--- src/rtl/cache_mem_tester_pkg.sv ---
// Shared types and helpers for the cache memory tester: FSM encoding,
// error counter width and the write/read data pattern.
package cache_mem_tester_pkg;

  localparam int ERR_W = 16;

  typedef enum logic [2:0] {
    IDLE     = 3'd0,
    WR_ISSUE = 3'd1,
    WR_WAIT  = 3'd2,
    RD_ISSUE = 3'd3,
    RD_WAIT  = 3'd4,
    DONE     = 3'd5
  } state_t;

  function automatic logic [31:0] pattern(input logic [31:0] idx,
                                          input logic [31:0] xor_mask);
    return idx ^ xor_mask;
  endfunction

endpackage

--- src/rtl/cache_mem_tester_wait_timer.sv ---
// Per-operation wait counter: cleared while an operation is issued, counts
// wait cycles and flags once TIMEOUT_CYCLES have elapsed.
module wait_timer #(
  parameter int TIMEOUT_CYCLES = 1023
) (
  input  logic clk,
  input  logic rst,
  input  logic clear,
  input  logic enable,
  output logic expired
);

  localparam int CW = (TIMEOUT_CYCLES < 1) ? 1 : $clog2(TIMEOUT_CYCLES + 1);

  logic [CW-1:0] count;

  assign expired = (count == CW'(TIMEOUT_CYCLES));

  // Count saturates at the limit so expired stays asserted until cleared.
  always_ff @(posedge clk or posedge rst) begin
    if (rst)                      count <= '0;
    else if (clear)               count <= '0;
    else if (enable && !expired)  count <= count + CW'(1);
  end

endmodule

--- src/rtl/cache_mem_tester.sv ---
// Sequential write-then-read-back tester for a word-addressed cache: writes
// 2^N pattern words, reads them back, and reports mismatches and timeouts.
module cache_mem_tester
  import cache_mem_tester_pkg::*;
#(
  parameter int          ADDR_COUNT_BITWIDTH = 10,
  parameter logic [31:0] PATTERN_XOR         = 32'h0000_0000,
  parameter int          TIMEOUT_CYCLES      = 1023
) (
  input  logic             clk,
  input  logic             rst,
  input  logic             start,
  output logic [31:0]      address,
  output logic [31:0]      data_in,
  output logic [3:0]       write_enable,
  input  logic [31:0]      data_out,
  input  logic             data_out_ready,
  input  logic             busy,
  output logic             running,
  output logic             done,
  output logic             pass,
  output logic             timeout,
  output logic [ERR_W-1:0] error_count,
  output logic [31:0]      fail_address,
  output logic [31:0]      fail_data
);

  localparam int IW = ADDR_COUNT_BITWIDTH;
  localparam logic [IW-1:0] LAST_IDX = '1;

  state_t          state, state_next;
  logic [IW-1:0]   idx, idx_next;
  logic [ERR_W-1:0] err_next;
  logic [31:0]     fa_next, fd_next, exp_word;
  logic            to_next, pass_next;
  logic            timer_clear, timer_en, expired;

  assign exp_word    = pattern(32'(idx), PATTERN_XOR);
  assign running     = (state != IDLE) && (state != DONE);
  assign done        = (state == DONE);
  // Clearing during the issue cycle means every wait starts from zero.
  assign timer_clear = (state == WR_ISSUE) || (state == RD_ISSUE);
  assign timer_en    = (state == WR_WAIT) || (state == RD_WAIT);

  wait_timer #(.TIMEOUT_CYCLES(TIMEOUT_CYCLES)) u_timer (
    .clk     (clk),
    .rst     (rst),
    .clear   (timer_clear),
    .enable  (timer_en),
    .expired (expired)
  );

  always_ff @(posedge clk or posedge rst) begin
    if (rst) state <= IDLE;
    else     state <= state_next;
  end

  always_comb begin
    state_next = state;
    idx_next   = idx;
    err_next   = error_count;
    fa_next    = fail_address;
    fd_next    = fail_data;
    to_next    = timeout;
    pass_next  = pass;
    case (state)
      IDLE, DONE: begin
        if (start) begin
          state_next = WR_ISSUE;
          idx_next   = '0;
          err_next   = '0;
          fa_next    = '0;
          fd_next    = '0;
          to_next    = 1'b0;
          pass_next  = 1'b0;
        end
      end
      WR_ISSUE: state_next = WR_WAIT;
      WR_WAIT: begin
        if (!busy) begin
          if (idx == LAST_IDX) begin
            state_next = RD_ISSUE;
            idx_next   = '0;
          end else begin
            state_next = WR_ISSUE;
            idx_next   = idx + IW'(1);
          end
        end else if (expired) begin
          state_next = DONE;
          to_next    = 1'b1;
        end
      end
      RD_ISSUE: state_next = RD_WAIT;
      RD_WAIT: begin
        if (data_out_ready) begin
          if (data_out != exp_word) begin
            if (error_count != '1) err_next = error_count + ERR_W'(1);
            if (error_count == '0) begin
              fa_next = address;
              fd_next = data_out;
            end
          end
          if (idx == LAST_IDX) begin
            state_next = DONE;
          end else begin
            state_next = RD_ISSUE;
            idx_next   = idx + IW'(1);
          end
        end else if (expired) begin
          state_next = DONE;
          to_next    = 1'b1;
        end
      end
      default: state_next = IDLE;
    endcase
    if (state_next == DONE && state != DONE)
      pass_next = (err_next == '0) && !to_next;
  end

  // Cache-facing outputs are registered from the next state so they are
  // valid for the whole issue cycle and held through the wait.
  always_ff @(posedge clk or posedge rst) begin
    if (rst) begin
      idx          <= '0;
      error_count  <= '0;
      fail_address <= '0;
      fail_data    <= '0;
      timeout      <= 1'b0;
      pass         <= 1'b0;
      address      <= '0;
      data_in      <= '0;
      write_enable <= 4'h0;
    end else begin
      idx          <= idx_next;
      error_count  <= err_next;
      fail_address <= fa_next;
      fail_data    <= fd_next;
      timeout      <= to_next;
      pass         <= pass_next;
      write_enable <= (state_next == WR_ISSUE) ? 4'hF : 4'h0;
      if (state_next == WR_ISSUE || state_next == RD_ISSUE)
        address <= 32'(idx_next) << 2;
      if (state_next == WR_ISSUE)
        data_in <= pattern(32'(idx_next), PATTERN_XOR);
    end
  end

endmodule

--- config.mk ---
export PLATFORM = sky130hd
export DESIGN_NAME = cache_mem_tester
export DESIGN_NICKNAME = d
export VERILOG_FILES = /design/src/rtl/cache_mem_tester_pkg.sv /design/src/rtl/cache_mem_tester_wait_timer.sv /design/src/rtl/cache_mem_tester.sv
export SDC_FILE = /design/constraint.sdc
export NUM_CORES = 1
export LEC_CHECK = 0
export BUFFER_PORTS_ARGS = -buffer_cell sky130_fd_sc_hd__buf_2
export CAP_MARGIN = 20
export CELL_PAD_IN_SITES_DETAIL_PLACEMENT = 0
export CELL_PAD_IN_SITES_GLOBAL_PLACEMENT = 2
export CORE_ASPECT_RATIO = 1.2
export CORE_UTILIZATION = 30
export DETAILED_ROUTE_END_ITERATION = 7
export GPL_TIMING_DRIVEN = 0
export PLACE_DENSITY_LB_ADDON = 0.1
export SYNTH_ARGS = -nofsm -noshare
export SYNTH_HDL_FRONTEND = slang
export SYNTH_HIERARCHICAL = 1
export SYNTH_SLANG_ARGS = --single-unit
export TNS_END_PERCENT = 20
--- constraint.sdc ---
create_clock -name clk -period 4.37 [get_ports clk]
set_input_delay 0.874 -clock clk [delete_from_list [all_inputs] [get_ports clk]]
set_output_delay 0.874 -clock clk [all_outputs]
set_load 0.005 [all_outputs]
==> results.json, run 1 <==
{
  "p_per_area_nw_per_um2": 425.9,
  "hold_viol": 0,
  "async_flop_share_pct": 100.0,
  "diodes": 0,
  "maxCapViolations": 0,
  "fin_ws_ns": 0.6467,
  "wl_um": 18000,
  "cp-end-kind": "register",
  "vias": 5521,
  "areaGrowthSynthToFinish_pct": 24.46,
  "num_io_pins": 189,
  "drt_iter0_drc": 318,
  "dieHeight_um": 157.5,
  "synth_common_cells": "nand2_1 (124), dfrtp_1 (104), o21ai_0 (81)",
  "h-tree-depth": 3,
  "start_util_pct": 30.82,
  "cts_hold_buf": 0,
  "nNetsFinal": 934,
  "ys_seq_area_share_pct": 43.04,
  "dp_slack_ns": 0.2611,
  "p_leak_nw": 3.724,
  "fin_skew_ns": 0.008246,
  "design.core.area_um2": 19620,
  "stdcell_area_um2": 7526,
  "cts_setup_buffers": 0,
  "ys_top_cells_by_area": "dfrtp_1 (43%), buf_4 (8.6%), nand2_1 (7.7%)",
  "rsz0062_at_grt": "no",
  "critical_path_arrival_ns": 3.98,
  "min_to": "fail_data[26]$_DFFE_PP0P_",
  "worstHoldStart": "fail_data[26]$_DFFE_PP0P_",
  "grt_max_degree": 66,
  "fin_crit_sh_pct": 85.20,
  "slew_violations": 0,
  "cts_tree": "built",
  "placed_area_um2": 7263,
  "num_rows": 56,
  "relSlewSlack_pct": 47.70,
  "fin_hold_ws_ns": 0.4765,
  "vdd_drop_max_v": 0.0002040,
  "tightest_slew_ns": 0.7780,
  "synth_top_area_cell": "dfrtp_1",
  "rrSetupSlack_ns": 0.88,
  "regToRegEndpoint": "pass$_DFFE_PP0P_",
  "clk_path_buf_depth": 2,
  "antenna_left": 0,
  "setup_violations": 0,
  "cp-start-kind": "primary input",
  "yosysWarnings": 6,
  "via_per_inst": 4.776,
  "crit_required_ns": 4.62,
  "ys_seq_elements": 104,
  "first_pass_iters": 5,
  "grt_pass1_wl_um": 28740,
  "min_path_cells": 2,
  "grt_pass1_vias": 5330,
  "fin_tns_setup_ns": 0,
  "port_buffers": 122,
  "layout-drive-gt1-share_pct": 26.59,
  "period_needed_ns": 3.723,
  "path_class": "primary input to register",
  "avgSynthCellArea_um2": 8.739,
  "synth_ff_type": "dfrtp_1",
  "synth_top_area_share_pct": 43.04,
  "drc": 0,
  "syn_area_um2": 6047,
  "netlist_instances": 692,
  "status": "complete, no violations",
  "place_congestion": 0.8699,
  "clockRootBuffer": "clkbuf_16",
  "clk_pin_slew_ns": 0.07,
  "cts.sinks": 104,
  "fmax_mhz": 268.6,
  "clk_latency_ns": 0.35,
  "cts_inserted_buffers": 9,
  "hpwl_um": 13720,
  "r2r_cells": 9,
  "routedWlPerCell_um": 15.57,
  "r2r-start": "error_count[0]$_DFF_PP0_",
  "cts-resized-gates": 0,
  "dieArea_um2": 20730,
  "synth-edff-count": 0,
  "track_usage_pct": 17.56,
  "grt_overflow": 0,
  "yosysUniqueCellTypes": 71,
  "crit_path_max_fanout": 7,
  "synth_most_common_cell": "nand2_1",
  "grt_antenna_before_repair": 0,
  "die-width_um": 131.6,
  "hold_path_class": "register to register"
}
[cells by family (layout without fill, tap and decap cells)]
kind of cell | after synthesis | after routing | share of synthesized area [%]
AND/OR/NAND/NOR | 260 | 260 | 21.40
AO/OA/AOI/OAI | 164 | 164 | 17.40
buffers and inverters | 129 | 267 | 12.56
flip-flops | 104 | 104 | 43.04
XOR/XNOR | 19 | 19 | 2.752
multiplexers | 10 | 10 | 1.759
adder cells (fa/ha/maj) | 5 | 5 | 1.035
other | 1 | 66 | 0.06201
[how the worst max path moves through the flow]
stage	from	endpoint	slack (ns)	cells after the start
3_3_place_gp	rst	fail_data[20]$_DFFE_PP0P_	-0.39	2
5_1_grt	data_out[14]	pass$_DFFE_PP0P_	0.53	9
4_1_cts	data_out[14]	pass$_DFFE_PP0P_	0.61	9
6_report	data_out[14]	pass$_DFFE_PP0P_	0.65	9
3_5_place_dp	data_out[14]	pass$_DFFE_PP0P_	0.26	9
2_1_floorplan	rst	address[10]$_DFFE_PP0P_	1.05	1
[per-layer routing]
layer	track usage, %	vias up	part of all wire (%)
met1	21.66	2625	43
met2	31.39	176	50
met4	4.817	0	1.5
li1	-	2700	-
met3	3.060	20	4.8
met5	0	-	0
[cell usage in the layout (no fill, tap or decap), types with 7 or more instances in the layout]
master and n:
nand4_1 12, clkbuf_1 30, nor2b_1 7, nor4_1 11
dfrtp_1 104, inv_1 17, buf_4 69, xnor2_1 18
o21ai_0 81, nor3_1 8, clkbuf_16 9, conb_1 66
or3_1 7, nand3_1 18, buf_2 135, nor2_1 28
a21oi_1 13, a211oi_1 7, nand2_1 124, nand2b_1 10
[stage by stage]
stage | std cells | total power [mW] | utilization, %
global route | 1156 | 3.439 | 38.36
finish | 1156 | 3.206 | 38.36
CTS | 1156 | 3.250 | 38.36
floorplan | 757 | 1.994 | -
detailed placement | 1142 | 2.470 | 37.02
global placement | 1140 | 2.456 | 36.84
[flip-flops by register name (all words and copies together), names as in the netlist]
register and flops:
error_count 16, pass 1, u_timer/count 10, data_in 10
timeout 1, address 10, state 3, write_enable 1
fail_data 32, fail_address 10, idx 10
[worst max-delay path, cell delays in order]
cell and delay (ns):
buf_2 0.10, nor4_1 0.45, nand4_1 0.26, o41ai_4 0.61
nor2_1 0.27, xnor2_1 0.21, a2111o_1 0.47, or4_4 0.53
o31ai_2 0.19
[where the power goes]
| part | switching [mW] | internal (mW) |
|---|---|---|
| Clock | 0.370 | 0.400 |
| Combinational | 0.804 | 0.437 |
| Sequential | 0.101 | 1.09 |
| Total | 1.27 | 1.93 |
[cell type report]
cell class	instances	area, um^2
Clock inverter	2	16.27
Sequential cell	104	2603
Tap cell	261	326.6
Multi-Input combinational cell	524	2929
Buffer	111	691.9
Clock buffer	12	246.5
Timing Repair Buffer	124	643.1
Inverter	18	70.07
Fill cell	2079	12090
Note: power is estimated with default switching activity, not from simulation.
==> run 2, diff against run 1 <==
- GPL_TIMING_DRIVEN: 0 -> unset
- RECOVER_POWER: unset -> 50
==> results.json, run 2 (synthesized netlist as in run 1, its figures left out) <==
{
  "status": "finished with violations",
  "violations": "capacitance limit, slew limit",
  "antenna_left": 0,
  "largest_reg_flops": 32,
  "hold_viol": 0,
  "clockRootBuffer": "clkbuf_16",
  "min_to": "fail_data[28]$_DFFE_PP0P_",
  "p_leak_nw": 3.192,
  "fin_tns_setup_ns": 0,
  "final_common_cell": "nand2_1",
  "cts_inserted_buffers": 9,
  "setup_violations": 0,
  "seq_power_share_pct": 38.3,
  "start_util_pct": 30.82,
  "place_congestion": 0.8504,
  "drt_iter0_drc": 310,
  "grt_pass1_wl_um": 27100,
  "maxCapViolations": 2,
  "comb_power_share_pct": 36.0,
  "p_total_mw": 3.165,
  "rsz0062_at_grt": "no",
  "p_per_area_nw_per_um2": 458.6,
  "regMostFlops": "fail_data",
  "slew_violations": 69,
  "cts_tree": "built",
  "crit_path_max_fanout": 7,
  "clk_pin_slew_ns": 0.08,
  "r2r-start": "error_count[0]$_DFF_PP0_",
  "grt_pass1_vias": 4968,
  "reg_top3": "fail_data (32), error_count (16)",
  "routedWlPerCell_um": 16.39,
  "clk_path_buf_depth": 2,
  "swShare_pct": 39.74,
  "cts-resized-gates": 0,
  "r2r_cells": 9,
  "wl_um": 17310,
  "layout-drive-gt1-share_pct": 17.99,
  "internal_power_mw": 1.907,
  "grt_overflow": 0,
  "cp-end-kind": "register",
  "num_rows": 56,
  "regToRegEndpoint": "pass$_DFFE_PP0P_",
  "tightest_slew_ns": 1.976,
  "vias": 5213,
  "fmax_mhz": 284.7,
  "die-width_um": 131.6,
  "diodes": 0,
  "h-tree-depth": 3,
  "final_cell_mix": "nand2_1 (124), dfrtp_1 (104), buf_2 (97), o21ai_0 (79), conb_1 (66)",
  "cts_hold_buf": 0,
  "path_class": "primary input to register",
  "port_buffers": 122,
  "fin_skew_ns": 0.006795,
  "critical_path_arrival_ns": 3.77,
  "p_clk_share_pct": 25.7,
  "grt_antenna_before_repair": 0,
  "drc": 0,
  "power.switching_mw": 1.258,
  "fin_crit_sh_pct": 80.39,
  "crit_required_ns": 4.63,
  "vdd_drop_max_v": 0.0002590,
  "via_per_inst": 4.937,
  "min_path_cells": 2,
  "worstHoldStart": "fail_data[28]$_DFFE_PP0P_",
  "dieArea_um2": 20730,
  "hpwl_um": 12690,
  "design.core.area_um2": 19620,
  "num_io_pins": 189,
  "cts.sinks": 104,
  "relSlewSlack_pct": -31.71,
  "grt_max_degree": 67,
  "track_usage_pct": 16.63,
  "nNetsFinal": 832,
  "period_needed_ns": 3.513,
  "cp-start-kind": "primary input",
  "areaGrowthSynthToFinish_pct": 14.13,
  "clk_latency_ns": 0.35,
  "first_pass_iters": 4,
  "dieHeight_um": 157.5,
  "hold_path_class": "register to register",
  "rrSetupSlack_ns": 0.92,
  "fillCellCount": 2122,
  "cts_setup_buffers": 0
}
==> run 2: worst max path at each step <==
stage | to | start | cells past startpoint | slack [ns]
3_5_place_dp | pass$_DFFE_PP0P_ | data_out[25] | 9 | 0.48
6_report | pass$_DFFE_PP0P_ | data_out[25] | 9 | 0.86
4_1_cts | pass$_DFFE_PP0P_ | data_out[25] | 9 | 0.85
2_1_floorplan | address[10]$_DFFE_PP0P_ | rst | 1 | 1.05
3_3_place_gp | pass$_DFFE_PP0P_ | data_out[14] | 9 | 0.52
5_1_grt | fail_data[23]$_DFFE_PP0P_ | rst | 3 | 0.58
==> run 2: stage by stage <==
stage | setup slack (ns) | cell area (um^2) | util, % | instances | hold WS, ns
after floorplan | 1.047 | 6291 | - | 757 | 0.4733
after global placement | 0.5216 | 6650 | 33.90 | 1040 | 0.4586
after detailed placement | 0.4768 | 6650 | 33.90 | 1040 | 0.4655
after CTS | 0.8501 | 6942 | 35.38 | 1056 | 0.4822
after global routing | 0.5768 | 6902 | 35.18 | 1056 | 0.4990
final | 0.8570 | 6902 | 35.18 | 1056 | 0.4779
==> run 2: routing by layer <==
| layer | global-route usage (%) | part of all wire, % | wire length [um] |
|---|---|---|---|
| met5 | 0 | 0 | 0 |
| met4 | 5.925 | 1.5 | 255 |
| met3 | 2.126 | 4.1 | 713 |
| met2 | 28.85 | 49 | 8540 |
| met1 | 21.21 | 45 | 7804 |
==> run 2: final cells by class <==
type                       instances  area [um^2]  share of cell area (%)
multi-input combinational        524         2945                   42.68
sequential                       104         2603                   37.71
inverter                          18        68.82                  0.9971
timing repair buffer             133        666.9                   9.663
clock inverter                     4        35.03                  0.5076
clock buffer                      12        256.5                   3.716
tap                              261        326.6                   4.732
==> run 2: critical path, stage by stage <==
cell	delay, ns
buf_2	0.11
nor4_2	0.33
nand4_1	0.28
o41ai_4	0.62
nor2_1	0.25
xnor2_1	0.18
a2111o_1	0.43
or4_4	0.51
o31ai_2	0.18
==> run 2: power by group through the flow <==
stage	logic [mW]	registers [mW]	clock network (mW)
CTS	1.17	1.21	0.834
global route	1.28	1.23	0.872
floorplan	0.791	1.20	0
detailed placement	1.16	1.23	0
finish	1.14	1.21	0.813
global placement	1.16	1.23	0
